### src/rtl/debounce_pkg.sv
// Shared types and default parameters for the debounce_enable conditioning stage.
// Optional feature macro used by the top: DEBOUNCE_TOGGLE_EN.
package debounce_pkg;

    typedef enum logic [1:0] {
        S_LOW,
        S_WAIT_HI,
        S_HIGH,
        S_WAIT_LO
    } db_state_t;

    localparam int DEF_SYNC_STAGES     = 2;
    localparam int DEF_DEBOUNCE_CYCLES = 1000000;

    // Saturating increment: the qualification counter never wraps past its terminal count.
    function automatic logic [31:0] sat_inc(input logic [31:0] value, input logic [31:0] limit);
        return (value >= limit) ? limit : value + 32'd1;
    endfunction

endpackage

### src/rtl/debounce_enable_sync_bit.sv
// sync_bit: STAGES-deep flop chain that brings an asynchronous level into the clk_i domain.
// All stages clear asynchronously on rst_i.
module sync_bit #(
    parameter int STAGES = 2
) (
    input  logic clk_i,
    input  logic rst_i,
    input  logic d_i,
    output logic q_o
);

    logic [STAGES-1:0] r_sync;

    genvar gi;
    generate
        for (gi = 0; gi < STAGES; gi++) begin : g_stage
            if (gi == 0) begin : g_first
                always_ff @(posedge clk_i or posedge rst_i) begin
                    if (rst_i) begin
                        r_sync[gi] <= 1'b0;
                    end else begin
                        r_sync[gi] <= d_i;
                    end
                end
            end else begin : g_next
                always_ff @(posedge clk_i or posedge rst_i) begin
                    if (rst_i) begin
                        r_sync[gi] <= 1'b0;
                    end else begin
                        r_sync[gi] <= r_sync[gi-1];
                    end
                end
            end
        end
    endgenerate

    assign q_o = r_sync[STAGES-1];

endmodule

### src/rtl/debounce_enable.sv
// debounce_enable: synchronizer + 4-state debounce FSM producing registered level/rise/fall/enable.
// DEBOUNCE_TOGGLE_EN: when defined, en_o toggles on each accepted press instead of following level_o.
module debounce_enable
    import debounce_pkg::*;
#(
    parameter int SYNC_STAGES     = DEF_SYNC_STAGES,
    parameter int DEBOUNCE_CYCLES = DEF_DEBOUNCE_CYCLES
) (
    input  logic clk_i,
    input  logic rst_i,
    input  logic btn_i,
    output logic level_o,
    output logic rise_o,
    output logic fall_o,
    output logic en_o
);

    localparam int                CNT_W    = $clog2(DEBOUNCE_CYCLES + 1);
    localparam logic [CNT_W-1:0]  CNT_LAST = CNT_W'(DEBOUNCE_CYCLES - 1);

    logic             w_s;
    logic [CNT_W-1:0] w_cnt_inc;

    db_state_t        r_state;
    logic [CNT_W-1:0] r_cnt;
    logic             r_level;
    logic             r_rise;
    logic             r_fall;
    logic             r_en;

    sync_bit #(
        .STAGES (SYNC_STAGES)
    ) u_sync (
        .clk_i (clk_i),
        .rst_i (rst_i),
        .d_i   (btn_i),
        .q_o   (w_s)
    );

    assign w_cnt_inc = CNT_W'(sat_inc(32'(r_cnt), 32'(CNT_LAST)));

    always_ff @(posedge clk_i or posedge rst_i) begin
        if (rst_i) begin
            r_state <= S_LOW;
            r_cnt   <= '0;
            r_level <= 1'b0;
            r_rise  <= 1'b0;
            r_fall  <= 1'b0;
            r_en    <= 1'b0;
        end else begin
            r_rise <= 1'b0;
            r_fall <= 1'b0;
            case (r_state)
                S_LOW: begin
                    if (w_s) begin
                        r_state <= S_WAIT_HI;
                        r_cnt   <= '0;
                    end
                end
                S_WAIT_HI: begin
                    // A drop back to 0 abandons the attempt; the next one starts from cnt=0.
                    if (!w_s) begin
                        r_state <= S_LOW;
                    end else if (r_cnt == CNT_LAST) begin
                        r_state <= S_HIGH;
                        r_level <= 1'b1;
                        r_rise  <= 1'b1;
`ifdef DEBOUNCE_TOGGLE_EN
                        r_en    <= ~r_en;
`else
                        r_en    <= 1'b1;
`endif
                    end else begin
                        r_cnt <= w_cnt_inc;
                    end
                end
                S_HIGH: begin
                    if (!w_s) begin
                        r_state <= S_WAIT_LO;
                        r_cnt   <= '0;
                    end
                end
                S_WAIT_LO: begin
                    if (w_s) begin
                        r_state <= S_HIGH;
                    end else if (r_cnt == CNT_LAST) begin
                        r_state <= S_LOW;
                        r_level <= 1'b0;
                        r_fall  <= 1'b1;
`ifndef DEBOUNCE_TOGGLE_EN
                        r_en    <= 1'b0;
`endif
                    end else begin
                        r_cnt <= w_cnt_inc;
                    end
                end
                default: begin
                    r_state <= S_LOW;
                    r_cnt   <= '0;
                end
            endcase
        end
    end

    assign level_o = r_level;
    assign rise_o  = r_rise;
    assign fall_o  = r_fall;
    assign en_o    = r_en;

endmodule

### config.mk
export PLATFORM = sky130hd
export DESIGN_NAME = debounce_enable
export DESIGN_NICKNAME = d
export VERILOG_FILES = /design/src/rtl/debounce_pkg.sv /design/src/rtl/debounce_enable_sync_bit.sv /design/src/rtl/debounce_enable.sv
export SDC_FILE = /design/constraint.sdc
export NUM_CORES = 1
export LEC_CHECK = 0
export CAP_MARGIN = 20
export CORE_MARGIN = 3
export CORE_UTILIZATION = 54
export DETAILED_ROUTE_END_ITERATION = 6
export GPL_TIMING_DRIVEN = 0
export PLACE_DENSITY = 0.75
export SYNTH_ARGS = -nofsm -noshare
export SYNTH_HDL_FRONTEND = slang
export SYNTH_SLANG_ARGS = --single-unit
### constraint.sdc
create_clock -name clk_i -period 1.9 [get_ports clk_i]
set_input_delay 0.38 -clock clk_i [delete_from_list [all_inputs] [get_ports clk_i]]
set_output_delay 0.38 -clock clk_i [all_outputs]
set_load 0.1 [all_outputs]
==> reports/metrics.csv, run 1 <==
metric,value,unit
nFillCells,212,
finClkSkew,0.00764,ns
wl_per_cell,17.3,um
endpoint_kind,flop,
netlist_area,1650,um2
setup_slack,-0.0418,ns
drive_gt1_frac,0.296,
cp_num_buf_inv,2,
die_x,61.3,um
status,"finished, violations left",
synth-edff-count,0,
final-setup-viol-count,3,
ys_warn_count,0,
relSlewSlack,0.623,
period_share,1.02,
synth_cell_types,49,
antenna_left,0,
tns,-0.0903,ns
vias_per_cell,6.26,
hold_viol_final,0,
synthArstFlopShare,1.00,
dr.pass1.iters,4,
antenna_found_initial,0,
grt_pass1_vias,1380,
violations,setup timing,
path_max_fanout,10,
hold_buffers,0,
final_area,2010,um2
seq_area_frac_synth,0.409,
reg2reg_from,r_cnt[11],
grt-ovfl-total,0,
grt.total_usage,0.240,
dpl_worst_slack,-0.259,ns
area_growth_syn_to_layout,22.0,%
crit_path_top_delay_cell,dfrtp_2,
synth.avg_cell_area,9.38,um2
ir_drop,339,uV
synthFlopType,dfrtp_1,
cts_tree,built,
clockBufferDepth,2,
drv_slew,0,
htree_levels,1,
nNetsFinal,211,
total_power,0.963,mW
crit_type,reg2reg,
maxCapViolations,0,
cpPeakStageDelay,0.45,ns
power_density,478,nW/um2
startpoint,r_cnt[11],
postSynthCellCount,176,
synth-seq-cells,27,
drt_iter0_drc,120,
die_area,3760,um2
core.rowCount,19,
clock-sinks,27,
post-route-drc-count,0,
synth_area_leaders,"dfrtp_1 41%, nand2_1 5.0%, nand4_1 3.4%, nor2_1 3.2%, o21ai_0 2.7%",
start_kind,flop,
crit_chain,nor4_4 -> buf_4 -> nand4_4 -> o41a_1 -> buf_6 -> a21oi_2 -> o22ai_1,
routed_wl,4100,um
grt_start_max_net_pins,28,
synth_top_area_cell,dfrtp_1,
worst_pin_slew,0.565,ns
power.leakage,0.810,nW
core_area,2830,um2
cpLargestDelayFamily,compound AO/OA/AOI/OAI gates,
cp.required,2.13,ns
cts_root_buf,clkbuf_4,
initial_core_util,0.583,
postPlaceCellArea,1760,um2
grt_pass1_wl,6640,um
clkLatencyLatePin,0.34,ns
die_y,61.3,um
final_common_cell,buf_4,
cp_data_arrival_time,2.17,ns
fmax,0.515,GHz
clk_pin_slew,0.15,ns
vias,1484,
synth_top_cell_area_share,0.409,
fin_crit,1.94,ns
post-dp-hpwl,2520,um
syn-num-nets,180,
ios,7,
final_cell_mix,"23 x buf_4, 22 x nand2_1, 22 x dfrtp_1, 14 x nor2_1",
cts_buffers,3,
io_buffer_count,6,
antennaDiodeCount,0,
rsz0062_at_grt,true,
worstHoldPathType,in2async,
gp_congestion,0.877,
Yosys cell counts (all sizes together), types with 2 or more instances:
| master | number |
|---|---|
| dfrtp | 27 |
| nand2 | 22 |
| o21ai | 18 |
| nor2 | 14 |
| nand4 | 11 |
| inv | 10 |
| a21oi | 8 |
| buf | 7 |
| nand3 | 5 |
| nor3 | 5 |
| a22o | 4 |
| mux2i | 4 |
| a211oi | 3 |
| a31oi | 3 |
| and4 | 3 |
| nor4 | 3 |
| nor4b | 3 |
| a21o | 2 |
| o22ai | 2 |
| o2bb2ai | 2 |
| o31ai | 2 |
cells by family (layout without fill, tap and decap cells):
logic type                 after synthesis  in the layout  share of synthesized area
adders and majority gates                1              1                    0.00758
AOI/OAI and AO/OA                       51             51                      0.225
muxes                                    4              4                     0.0243
DFF                                     27             27                      0.409
xor gates and xnor gates                 2              2                     0.0106
and+or+nand+nor                         73             73                      0.262
buffers and inverters                   18             48                     0.0614
layer usage:
metal  global-route usage  share of wire  up-vias
met5                    0              0        -
li1                     -              -      716
met2                0.402           0.49       35
met4               0.0712          0.019        0
met1                0.328           0.45      722
met3               0.0252          0.048       11
through the flow:
step,std cells,util,hold WS [ns]
6_report,237,0.712,0.375
5_1_grt,237,0.712,0.402
3_5_place_dp,213,0.621,0.359
2_1_floorplan,176,-,0.331
3_3_place_gp,213,0.621,0.336
4_1_cts,231,0.681,0.392
worst register-to-register path, stage by stage, from the launching register on:
cell     delay (ns)
dfrtp_2        0.45
nor4_4         0.31
buf_4          0.19
nand4_4        0.12
o41a_1         0.37
buf_6          0.17
a21oi_2        0.14
o22ai_1        0.09
sequential cells by signal (all words and copies together) (netlist names), named ones only:
signal	flops
r_cnt	20
fall_o	1
r_state	1
u_sync.r_sync	1
en_o	1
rise_o	1
u_sync.q_o	1
layout make-up:
class	instances	area (um2)	share of cell area
Sequential cell	27	682	0.339
Tap cell	31	38.8	0.0193
Multi-Input combinational cell	131	938	0.466
Clock buffer	3	22.5	0.0112
Inverter	10	37.5	0.0186
Buffer	7	71.3	0.0354
Clock inverter	1	5.00	0.00249
Timing Repair Buffer	27	218	0.108
worst paths after layout:
path,to,depth (start not counted),slack (ns)
worst min-delay path,r_cnt[18],2,0.37
min in group clk_i,u_sync.q_o,0,0.39
worst max register to register,r_cnt[5],7,-0.04
worst max-delay path,r_cnt[5],7,-0.04
worst min register to register,u_sync.q_o,0,0.39
max in group asynchronous,r_cnt[11],3,1.02
repair_timing:
action                     4_1_cts  5_1_grt
pin swaps                        7        6
setup buffers                   14        6
gates cloned                     0        0
setup endpoints to repair       24       22
gates resized for setup         19       10
report_power, final:
part	internal [mW]	total, mW	switching (mW)
Clock	0.0793	0.253	0.173
Combinational	0.0508	0.112	0.0612
Sequential	0.585	0.598	0.0135
Power figures use the tool's default switching activity.
==> inputs of run 2 (changes only) <==
Settings changed: CAP_MARGIN 20 to 10.
==> reports/metrics.csv, run 2 (synthesis gave the netlist of run 1 again) <==
metric,value,unit,change
fmax,0.512,GHz,-0.59%
hold_viol_final,0,,unchanged
maxCapViolations,0,,unchanged
power_density,483,nW/um2,+1.1%
routed_wl,4120,um,+0.54%
final-setup-viol-count,3,,unchanged
post-route-drc-count,0,,unchanged
final_cell_mix,"23 x buf_4, 22 x nand2_1, 22 x dfrtp_1, 14 x nor2_1",,
ir_drop,347,uV,+2.3%
top_register,r_cnt,,
drive_gt1_frac,0.293,,-0.00343
violations,setup timing,,
drv_slew,0,,unchanged
path_max_fanout,10,,unchanged
cp.required,2.13,ns,about the same
cp_data_arrival_time,2.19,ns,+0.02 ns
antenna_left,0,,unchanged
power.leakage,0.802,nW,-0.92%
clockBufferDepth,2,,unchanged
period_share,1.03,,+0.00602
cts_tree,built,,
core_area,2830,um2,unchanged
clkLatencyLatePin,0.34,ns,about the same
holdWs,0.389,ns,+0.0138 ns
setup_slack,-0.0532,ns,-0.0114 ns
dr.pass1.iters,4,,unchanged
tns,-0.106,ns,-0.0154 ns
nNetsFinal,210,,-0.47%
largest_reg_flops,20,,unchanged
antennaDiodeCount,0,,unchanged
total_power,0.966,mW,+0.31%
status,"finished, violations left",,
fin_crit,1.95,ns,+0.0114 ns
post-dp-hpwl,2520,um,unchanged
ios,7,,unchanged
drt_iter0_drc,114,,-5.0%
start_kind,flop,,
final_common_cell,buf_4,,
nFillCells,213,,+0.47%
htree_levels,1,,unchanged
clock-sinks,27,,unchanged
grt-ovfl-total,0,,unchanged
io_buffer_count,6,,unchanged
vias,1489,,+0.34%
initial_core_util,0.583,,unchanged
worst_pin_slew,1.02,ns,+0.453 ns
relSlewSlack,0.321,,-0.302
grt_pass1_wl,6640,um,unchanged
grt.total_usage,0.240,,unchanged
die_y,61.3,um,unchanged
cts_root_buf,clkbuf_4,,
area_growth_syn_to_layout,21.1,%,
rsz0062_at_grt,true,,
clk_pin_slew,0.14,ns,about the same
grt_start_max_net_pins,28,,unchanged
crit_type,reg2reg,,
finClkSkew,0.00899,ns,+0.00135 ns
worstHoldPathType,reg2reg,,
antenna_found_initial,0,,unchanged
endpoint_kind,flop,,
die_area,3760,um2,unchanged
dpl_worst_slack,-0.259,ns,unchanged
vias_per_cell,6.31,,+0.76%
gp_congestion,0.877,,unchanged
cts_buffers,3,,unchanged
die_x,61.3,um,unchanged
grt_pass1_vias,1380,,unchanged
core.rowCount,19,,unchanged
wl_per_cell,17.5,um,+0.96%
[run 2: what timing repair did]
item                       CTS  global route
pin swaps                    7             6
hold buffers                 0             0
buffers inserted            14             6
setup endpoints to repair   24            22
resized for setup           19            10
[run 2: per-stage QoR]
step / utilization / instances / cell area, um2
5_1_grt: 0.706 / 236 / 2000
6_report: 0.706 / 236 / 2000
2_1_floorplan: - / 176 / 1660
3_5_place_dp: 0.621 / 213 / 1760
3_3_place_gp: 0.621 / 213 / 1760
4_1_cts: 0.681 / 231 / 1930
[run 2: layer usage]
layer,up-vias,wire length (um),global-route usage
met4,0,76,0.0712
met5,-,0,0
met3,9,211,0.0252
met2,52,2020,0.402
met1,713,1820,0.328
li1,715,-,-
[run 2: power breakdown]
part,internal (mW),total (mW),leakage [nW],switching [mW]
sequential,0.585,0.599,0.360,0.0139
clock,0.0794,0.259,0.0177,0.179
combinational,0.0477,0.108,0.425,0.0606
total,0.712,0.966,0.802,0.254
[run 2: worst max-delay path, stage by stage (launching register included)]
cell	delay (ns)
dfrtp_2	0.46
nor4_4	0.30
buf_4	0.19
nand4_4	0.12
o41a_1	0.38
buf_6	0.17
a21oi_2	0.14
o22ai_1	0.09
[run 2: layout make-up]
class                           instances  area [um2]  share of cell area
Buffer                                  7        71.3              0.0357
Timing Repair Buffer                   26         203               0.101
Sequential cell                        27         682               0.341
Tap cell                               31        38.8              0.0194
Clock inverter                          1        5.00             0.00250
Inverter                               10        37.5              0.0188
Multi-Input combinational cell        131         938               0.470
Clock buffer                            3        22.5              0.0113
[run 2: final timing paths]
| kind | startpoint | slack (ns) | depth (start not counted) | end |
|---|---|---|---|---|
| max | r_cnt[11] | -0.05 | 7 | r_cnt[5] |
| min | u_sync.r_sync[0] | 0.39 | 0 | u_sync.q_o |
| max reg2reg | r_cnt[11] | -0.05 | 7 | r_cnt[5] |
| min reg2reg | u_sync.r_sync[0] | 0.39 | 0 | u_sync.q_o |
| max in group asynchronous | rst_i | 0.66 | 2 | r_cnt[11] |
| min in group asynchronous | rst_i | 0.57 | 2 | r_cnt[18] |
==> inputs of run 3 (changes only) <==
Settings changed: PLACE_DENSITY 0.75 to 0.82.
==> reports/metrics.csv, run 3 (synthesis gave the netlist of run 1 again) <==
metric,value,unit,change
status,"finished, violations left",,
violations,setup timing,,
dr.pass1.iters,6,,+2
start_kind,flop,,
fin_crit,2.04,ns,+0.0896 ns
total_power,0.981,mW,+1.6%
clockBufferDepth,2,,unchanged
ir_drop,453,uV,+31%
reg2reg_from,r_cnt[10],,
min_to,u_sync.q_o,,
ios,7,,unchanged
stdcell_count,241,,+2.1%
cts_root_buf,clkbuf_4,,
core.rowCount,19,,unchanged
top_register,r_cnt,,
grt_pass1_vias,1488,,+7.8%
numPlacedInstances,213,,unchanged
vias,1601,,+7.5%
io_buffer_count,6,,unchanged
wl_per_cell,19.2,um,+10%
maxCapViolations,0,,unchanged
initial_core_util,0.583,,unchanged
period_share,1.08,,+0.0471
die_y,61.3,um,unchanged
clk_pin_slew,0.15,ns,about the same
worstHoldPathCells,0,,unchanged
relSlewSlack,0.327,,+0.00677
regToRegSetupSlack,-0.14,ns,-0.09 ns
fmax,0.490,GHz,-4.4%
drive_gt1_frac,0.400,,+0.107
cpPeakStageDelay,0.46,ns,about the same
crit_chain,nor4_4 -> o211ai_1 -> a21oi_2 -> buf_6 -> o31ai_1 -> a22o_1,,
drt_iter0_drc,153,,+34%
dpl_worst_slack,-0.251,ns,+0.00865 ns
antenna_found_initial,0,,unchanged
post-dp-hpwl,2450,um,-2.8%
switching_power,0.258,mW,+1.5%
wl_met3,403,um,+91%
rr_endpoint,r_cnt[9],,
vias_per_cell,6.64,,+5.3%
post-route-drc-count,0,,unchanged
area_growth_syn_to_layout,30.4,%,
setup_slack,-0.143,ns,-0.0896 ns
power.leakage,0.848,nW,+5.6%
largest_reg_flops,20,,unchanged
top_layer_used,met4,,
core_area,2830,um2,unchanged
wl_met1,1790,um,-1.8%
die_area,3760,um2,unchanged
cts_buffers,3,,unchanged
pwr-share-clk,0.258,,-0.010
p_seq_frac,0.608,,-0.012
wl_met2,2240,um,+11%
nFillCells,187,,-12%
cp_num_buf_inv,1,,-1
grt_start_max_net_pins,28,,unchanged
routed_wl,4630,um,+12%
hold_start,u_sync.r_sync[0],,
worst_pin_slew,1.01,ns,-0.0102 ns
nNetsFinal,215,,+2.4%
power_density,456,nW/um2,-5.7%
clkLatencyLatePin,0.32,ns,-0.02 ns
clock-sinks,27,,unchanged
grt-ovfl-total,0,,unchanged
final_cell_mix,"21 x dfrtp_1, 19 x buf_4, 16 x nand2_1, 13 x nor2_1, 11 x buf_6",,
pwr-share-comb,0.134,,+0.022
rr_worst_depth,6,,-1
final-setup-viol-count,20,,+17
final_area,2150,um2,+7.7%
worstHoldPathType,reg2reg,,
antenna_left,0,,unchanged
crit_type,reg2reg,,
tns,-1.49,ns,-1.38 ns
postPlaceCellArea,1760,um2,unchanged
p_int,0.723,mW,+1.6%
crit_path_top_delay_cell,dfrtp_2,,
cp_data_arrival_time,2.27,ns,+0.08 ns
swShare,0.263,,about the same
grt_pass1_wl,6670,um,+0.42%
holdWs,0.368,ns,-0.0204 ns
postLayoutCoreUtil,0.761,,+0.0544
cpLargestDelayFamily,compound AO/OA/AOI/OAI gates,,
finClkSkew,0.00419,ns,-0.00480 ns
path_max_fanout,5,,-5
hold_viol_final,0,,unchanged
final_common_cell,dfrtp_1,,
rsz0062_at_grt,true,,
gp_congestion,0.908,,+3.6%
cts_tree,built,,
cp.required,2.13,ns,about the same
cp.depth,6,,-1
drv_slew,0,,unchanged
grt.total_usage,0.240,,about the same
die_x,61.3,um,unchanged
htree_levels,1,,unchanged
endpoint_kind,flop,,
antennaDiodeCount,0,,unchanged
## run 3: cell count changes in the layout (fill, tap and decap cells not counted), sizes merged
| cell | previous run | this run |
|---|---|---|
| clkinv | 1 | 0 |
| buf | 27 | 30 |
| a21oi | 8 | 9 |
| clkbuf | 5 | 7 |
## run 3: how the worst max path moves through the flow
stage / from / end / slack, ns
after CTS: r_cnt[11] / r_cnt[18] / -0.09
after floorplan: r_cnt[0] / r_cnt[18] / -0.03
final: r_cnt[10] / r_cnt[9] / -0.14
after global routing: r_cnt[10] / r_cnt[9] / -0.22
after detailed placement: r_cnt[0] / r_cnt[17] / -0.25
after global placement: r_cnt[0] / r_cnt[9] / -0.21
## run 3: layer usage
metal | vias to the layer above | GRT usage
met3 | 33 | 0.0587
met5 | - | 0
met2 | 108 | 0.393
met4 | 0 | 0.0991
met1 | 738 | 0.303
li1 | 722 | -
## run 3: cell type report
class	count	area (um2)	share of cell area
multi-input cells	132	1040	0.484
flip-flops and latches	27	683	0.317
repair buffers	29	251	0.117
plain buffers	8	71.3	0.0331
inverters	10	40.0	0.0186
well taps	31	38.8	0.0180
clock buffers	4	26.3	0.0122
## run 3: power groups by stage
stage	clock network (mW)	logic, mW	registers (mW)
2_1_floorplan	0	0.0618	0.605
3_3_place_gp	0	0.0791	0.608
3_5_place_dp	0	0.0831	0.609
4_1_cts	0.258	0.108	0.593
5_1_grt	0.284	0.141	0.598
6_report	0.253	0.131	0.597
## run 3: what timing repair did
item	in CTS	in global routing
setup buffers	14	7
cloned	1	2
endpoints found under the setup margin	24	23
resized for setup	22	43
hold buffers	0	0
pin swaps	15	23
